==> src/rtl/caliptra_apb_initiator.sv <==
// APB requester: queued commands on a valid/ready channel drive IDLE/SETUP/ACCESS transfers on the APB pins.
// Optional ACCESS watchdog enabled by defining CALIPTRA_APB_INITIATOR_TIMEOUT_EN.
`ifndef CALIPTRA_APB_ADDR_WIDTH
`define CALIPTRA_APB_ADDR_WIDTH 32
`endif
`ifndef CALIPTRA_APB_DATA_WIDTH
`define CALIPTRA_APB_DATA_WIDTH 32
`endif
`ifndef CALIPTRA_APB_USER_WIDTH
`define CALIPTRA_APB_USER_WIDTH 32
`endif

module caliptra_apb_initiator #(
  parameter int ADDR_W         = `CALIPTRA_APB_ADDR_WIDTH,
  parameter int DATA_W         = `CALIPTRA_APB_DATA_WIDTH,
  parameter int USER_W         = `CALIPTRA_APB_USER_WIDTH,
  parameter int CMD_DEPTH      = 2,
  parameter int TIMEOUT_CYCLES = 256
) (
  input  logic              clk,
  input  logic              rst,
  input  logic              cmd_valid,
  output logic              cmd_ready,
  input  logic              cmd_write,
  input  logic [ADDR_W-1:0] cmd_addr,
  input  logic [DATA_W-1:0] cmd_wdata,
  input  logic [USER_W-1:0] cmd_user,
  output logic              rsp_valid,
  input  logic              rsp_ready,
  output logic [DATA_W-1:0] rsp_rdata,
  output logic              rsp_err,
  output logic              rsp_timeout,
  output logic [ADDR_W-1:0] paddr,
  output logic [2:0]        pprot,
  output logic              psel,
  output logic              penable,
  output logic              pwrite,
  output logic [DATA_W-1:0] pwdata,
  output logic [USER_W-1:0] pauser,
  input  logic              pready,
  input  logic [DATA_W-1:0] prdata,
  input  logic              pslverr,
  output logic              busy
);

  localparam int PTR_W = (CMD_DEPTH > 1) ? $clog2(CMD_DEPTH) : 1;
  localparam int CNT_W = $clog2(CMD_DEPTH + 1);

  typedef enum logic [1:0] {
    ST_IDLE   = 2'd0,
    ST_SETUP  = 2'd1,
    ST_ACCESS = 2'd2
  } state_e;

  state_e state_q, state_d;

  logic              fifo_write_q [CMD_DEPTH];
  logic [ADDR_W-1:0] fifo_addr_q  [CMD_DEPTH];
  logic [DATA_W-1:0] fifo_wdata_q [CMD_DEPTH];
  logic [USER_W-1:0] fifo_user_q  [CMD_DEPTH];

  logic [PTR_W-1:0] wr_ptr_q, wr_ptr_d, rd_ptr_q, rd_ptr_d;
  logic [CNT_W-1:0] count_q, count_d;
  logic             push, pop;

  logic [ADDR_W-1:0] paddr_q, paddr_d;
  logic              pwrite_q, pwrite_d;
  logic [DATA_W-1:0] pwdata_q, pwdata_d;
  logic [USER_W-1:0] pauser_q, pauser_d;

  logic              rsp_valid_q, rsp_valid_d;
  logic [DATA_W-1:0] rsp_rdata_q, rsp_rdata_d;
  logic              rsp_err_q, rsp_err_d;
  logic              rsp_timeout_q, rsp_timeout_d;

`ifdef CALIPTRA_APB_INITIATOR_TIMEOUT_EN
  localparam int WAIT_W = $clog2(TIMEOUT_CYCLES + 1);
  logic [WAIT_W-1:0] wait_q, wait_d;
`else
  logic unused_timeout_cfg;
  assign unused_timeout_cfg = ^TIMEOUT_CYCLES;
`endif

  // Ready depends only on the registered count, so a same-cycle pop never bypasses into a push.
  assign cmd_ready = (count_q != CNT_W'(CMD_DEPTH));
  assign push      = cmd_valid && cmd_ready;

  always_comb begin
    wr_ptr_d = wr_ptr_q;
    rd_ptr_d = rd_ptr_q;
    count_d  = count_q;
    if (push) wr_ptr_d = wr_ptr_q + 1'b1;
    if (pop)  rd_ptr_d = rd_ptr_q + 1'b1;
    if (push && !pop)      count_d = count_q + 1'b1;
    else if (!push && pop) count_d = count_q - 1'b1;
  end

  always_ff @(posedge clk) begin
    if (push) begin
      fifo_write_q[wr_ptr_q] <= cmd_write;
      fifo_addr_q[wr_ptr_q]  <= cmd_addr;
      fifo_wdata_q[wr_ptr_q] <= cmd_wdata;
      fifo_user_q[wr_ptr_q]  <= cmd_user;
    end
  end

  always_comb begin
    state_d       = state_q;
    pop           = 1'b0;
    paddr_d       = paddr_q;
    pwrite_d      = pwrite_q;
    pwdata_d      = pwdata_q;
    pauser_d      = pauser_q;
    rsp_valid_d   = rsp_valid_q;
    rsp_rdata_d   = rsp_rdata_q;
    rsp_err_d     = rsp_err_q;
    rsp_timeout_d = rsp_timeout_q;
`ifdef CALIPTRA_APB_INITIATOR_TIMEOUT_EN
    wait_d        = wait_q;
`endif
    if (rsp_valid_q && rsp_ready) rsp_valid_d = 1'b0;

    case (state_q)
      ST_IDLE: begin
        // Starting only when the response slot is free keeps completions from overwriting.
        if ((count_q != '0) && (!rsp_valid_q || rsp_ready)) begin
          state_d  = ST_SETUP;
          paddr_d  = fifo_addr_q[rd_ptr_q];
          pwrite_d = fifo_write_q[rd_ptr_q];
          pwdata_d = fifo_wdata_q[rd_ptr_q];
          pauser_d = fifo_user_q[rd_ptr_q];
        end
      end
      ST_SETUP: begin
        state_d = ST_ACCESS;
`ifdef CALIPTRA_APB_INITIATOR_TIMEOUT_EN
        wait_d  = '0;
`endif
      end
      ST_ACCESS: begin
        if (pready) begin
          state_d       = ST_IDLE;
          pop           = 1'b1;
          rsp_valid_d   = 1'b1;
          rsp_rdata_d   = pwrite_q ? '0 : prdata;
          rsp_err_d     = pslverr;
          rsp_timeout_d = 1'b0;
          pwrite_d      = 1'b0;
          pwdata_d      = '0;
        end
`ifdef CALIPTRA_APB_INITIATOR_TIMEOUT_EN
        else if (wait_q == WAIT_W'(TIMEOUT_CYCLES - 1)) begin
          state_d       = ST_IDLE;
          pop           = 1'b1;
          rsp_valid_d   = 1'b1;
          rsp_rdata_d   = '0;
          rsp_err_d     = 1'b1;
          rsp_timeout_d = 1'b1;
          pwrite_d      = 1'b0;
          pwdata_d      = '0;
        end else begin
          wait_d = wait_q + 1'b1;
        end
`endif
      end
      default: state_d = ST_IDLE;
    endcase
  end

  always_ff @(posedge clk) begin
    if (rst) begin
      state_q       <= ST_IDLE;
      wr_ptr_q      <= '0;
      rd_ptr_q      <= '0;
      count_q       <= '0;
      paddr_q       <= '0;
      pwrite_q      <= 1'b0;
      pwdata_q      <= '0;
      pauser_q      <= '0;
      rsp_valid_q   <= 1'b0;
      rsp_rdata_q   <= '0;
      rsp_err_q     <= 1'b0;
      rsp_timeout_q <= 1'b0;
    end else begin
      state_q       <= state_d;
      wr_ptr_q      <= wr_ptr_d;
      rd_ptr_q      <= rd_ptr_d;
      count_q       <= count_d;
      paddr_q       <= paddr_d;
      pwrite_q      <= pwrite_d;
      pwdata_q      <= pwdata_d;
      pauser_q      <= pauser_d;
      rsp_valid_q   <= rsp_valid_d;
      rsp_rdata_q   <= rsp_rdata_d;
      rsp_err_q     <= rsp_err_d;
      rsp_timeout_q <= rsp_timeout_d;
    end
  end

`ifdef CALIPTRA_APB_INITIATOR_TIMEOUT_EN
  always_ff @(posedge clk) begin
    if (rst) wait_q <= '0;
    else     wait_q <= wait_d;
  end
`endif

  assign psel        = (state_q != ST_IDLE);
  assign penable     = (state_q == ST_ACCESS);
  assign paddr       = paddr_q;
  assign pwrite      = pwrite_q;
  assign pwdata      = pwdata_q;
  assign pauser      = pauser_q;
  assign pprot       = 3'b000;
  assign rsp_valid   = rsp_valid_q;
  assign rsp_rdata   = rsp_rdata_q;
  assign rsp_err     = rsp_err_q;
  assign rsp_timeout = rsp_timeout_q;
  assign busy        = (count_q != '0) || (state_q != ST_IDLE);

endmodule
==> config.mk <==
export PLATFORM = sky130hd
export DESIGN_NAME = caliptra_apb_initiator
export DESIGN_NICKNAME = d
export VERILOG_FILES = /design/src/rtl/caliptra_apb_initiator.sv
export SDC_FILE = /design/constraint.sdc
export NUM_CORES = 1
export LEC_CHECK = 0
export ABC_AREA = 1
export CORE_AREA = 2 2 179 181
export DETAILED_ROUTE_END_ITERATION = 8
export DIE_AREA = 0 0 181 183
export GPL_TIMING_DRIVEN = 0
export PLACE_DENSITY = 0.71
export SETUP_SLACK_MARGIN = 0.5
export SLEW_MARGIN = 10
export SYNTH_ARGS = -nofsm -noshare
export SYNTH_HDL_FRONTEND = slang
export SYNTH_SLANG_ARGS = --single-unit
==> constraint.sdc <==
create_clock -name clk -period 7.2 [get_ports clk]
set_input_delay 1.44 -clock clk [delete_from_list [all_inputs] [get_ports clk]]
set_output_delay 1.44 -clock clk [all_outputs]
set_load 0.005 [all_outputs]
==> results.json <==
{
  "status": "complete, no violations",
  "detail_route.iter0.violations": 633,
  "tightest_slew_ns": 0.887,
  "area_growth_pct": 37.5,
  "whs_path_depth": 2,
  "grt_pass1_vias": 9458,
  "initial_core_util_pct": 39.3,
  "layout.cells.non_filler": 1922,
  "htree_levels": 2,
  "finalCriticalPeriod_ns": 3.48,
  "endpoint_kind": "primary output",
  "grt_max_degree": 28,
  "cts_resized": 0,
  "gp_congestion": 0.808,
  "path_clk_slew_ns": 0.06,
  "dieHeight_um": 183,
  "drive_gt1_share_pct": 7.84,
  "ys_warn_count": 0,
  "wl_per_cell_um": 17.2,
  "worstPathRequired_ns": 5.76,
  "cts_buffer_depth": 3,
  "cts_tree": "done",
  "hold_viol": 0,
  "vias": 9403,
  "root_buffer": "clkbuf_16",
  "p_leak_nw": 6.30,
  "ctsHoldBuffers": 0,
  "num-nets-final": 1626,
  "swShare_pct": 26.5,
  "avgSynthCellArea_um2": 10.5,
  "synth_top_area_share_pct": 47.4,
  "worstPathMaxFanout": 10,
  "max-vdd-ir-drop_mv": 0.216,
  "p_clk_share_pct": 36.0,
  "async_reset_ff_share_pct": 0,
  "num_rows": 65,
  "dp_hpwl_mm": 22.7,
  "port_buffers": 268,
  "cp.arrival_ns": 2.04,
  "synthFlopType": "edfxtp_1",
  "antenna_found_initial": 4,
  "overflow": 0,
  "layout_worst_path_cycle_share_pct": 48.4,
  "pwr-share-seq_pct": 43.7,
  "placed_cells": 1854,
  "vias_per_cell": 4.89,
  "syn-cell-area_um2": 12300,
  "reg2reg_depth": 6,
  "synth.area.top_cells": "edfxtp_1 47%, dfxtp_1 22%, nand2_1 13%",
  "maxSlewHeadroom_pct": 40.8,
  "powerDensity_nw_per_um2": 319,
  "cts_sinks": 332,
  "clock_latency_ns": 0.51,
  "netlist_instances": 1175,
  "core-area_um2": 31200,
  "start_kind": "flop",
  "cts_buffers": 36,
  "combinationalPowerShare_pct": 20.3,
  "power_switching_mw": 1.43,
  "netlist_top_cells_count": "431 x nand2_1, 194 x edfxtp_1, 138 x dfxtp_1",
  "drt_pre_antenna_iters": 5,
  "skew_ns": 0.0145,
  "synth_seq_cells": 332,
  "path_class": "reg -> out",
  "yosysUniqueCellTypes": 25,
  "wirelength_mm": 33.1,
  "hp-class": "reg -> reg",
  "die-area_um2": 33100,
  "ant_nets": 0,
  "grt_setup_unrepaired": "false",
  "power.total_mw": 5.39,
  "pin_count": 274,
  "fill_cells": 2707,
  "setup_viol": 0,
  "slew_viol_final": 0,
  "route.detailed.drc": 0,
  "dieWidth_um": 181,
  "synth_edf_count": 194,
  "synth_top_cell_by_area": "edfxtp_1",
  "grt_use_total_pct": 19.7,
  "grt_pass1_wl_mm": 51.0,
  "postCtsSetupRepairBufs": 0,
  "max_freq_ghz": 0.287,
  "synth.most_common_cell": "nand2_1",
  "yosysSeqAreaShare_pct": 69.9,
  "setup_tns_ns": 0,
  "intPower_mw": 3.96,
  "maxCapViolCount": 0
}
-- cell families (layout without fill, tap and decap cells) --
family,Yosys count,in the layout,synth area share [%]
AND/OR/NAND/NOR,578,578,19.5
other,1,6,0.0305
adder cells (fa/ha/maj),1,1,0.102
AO/OA/AOI/OAI,152,152,6.19
flip-flops,332,332,69.9
buffers and inverters,111,451,4.23
-- flip-flops by register name, indices dropped and copies added, names as in the netlist, named ones only --
register,flops
fifo_addr_q,64
rsp_err,1
fifo_wdata_q,64
rsp_valid,1
fifo_write_q,2
paddr,32
pwrite,1
state_q,2
rd_ptr_q,1
pwdata,32
wr_ptr_q,1
count_q,2
rsp_rdata,32
fifo_user_q,64
pauser,32
-- power by group through the flow --
stage	Sequential [mW]	Clock, mW	Combinational, mW
floorplan	2.40	0	0.511
global placement	2.42	0	1.05
detailed placement	2.39	0	1.10
CTS	2.36	1.98	1.10
global route	2.38	2.06	1.21
finish	2.36	1.94	1.09
-- layer usage --
metal  up-vias  routed length [µm]  global-route usage [%]
li1       4613                   -                       -
met1      4370               13300                    23.8
met2       348               15800                    33.3
met3        68                2910                    5.76
met4         4                1050                    7.38
met5         -                  27                       0
-- layout make-up --
| type | count | area, µm² | area share, % |
|---|---|---|---|
| flip-flops and latches | 332 | 8590 | 50.8 |
| multi-input cells | 735 | 3200 | 18.9 |
| repair buffers | 274 | 2800 | 16.6 |
| clock buffers | 53 | 1100 | 6.50 |
| well taps | 402 | 503 | 2.98 |
| plain buffers | 84 | 418 | 2.47 |
| clock inverters | 13 | 175 | 1.04 |
| inverters | 27 | 101 | 0.600 |
| diodes | 2 | 5.00 | 0.0296 |
-- critical path, cell delays in order (launching register included) --
cell and delay, ns:
dfxtp_1 0.36, inv_2 0.07, nor2_4 0.15, buf_1 0.38
clkdlybuf4s50_1 0.59
-- path summary, 6_finish.rpt --
check,start,endpoint,slack (ns)
hold / removal,rsp_rdata[18],rsp_rdata[18],0.46
hold reg to reg,rsp_rdata[18],rsp_rdata[18],0.46
setup / recovery,state_q[1],penable,3.72
setup reg to reg,count_q[0],fifo_user_q[1][19],4.96
-- cell usage in the layout, fill, tap and decap left out, types with 25 or more instances in the layout --
cell / instances
a21oi_1: 132
nand3_1: 83
edfxtp_1: 194
clkdlybuf4s50_1: 268
buf_2: 31
dfxtp_1: 138
nand4_1: 33
clkbuf_16: 39
clkbuf_1: 41
nand2_1: 431
inv_1: 25
-- per-stage QoR --
stage | hold slack, ns | instance area, µm² | setup WS [ns] | utilization, %
after floorplan | 0.454 | 12300 | 1.06 | -
after global placement | 0.448 | 15500 | -2.05 | 49.6
after detailed placement | 0.454 | 15600 | 3.57 | 50.0
after CTS | 0.464 | 16900 | 3.69 | 54.1
after global routing | 0.478 | 16900 | 3.63 | 54.1
final | 0.463 | 16900 | 3.72 | 54.1
(Power assumes the default switching activity.)
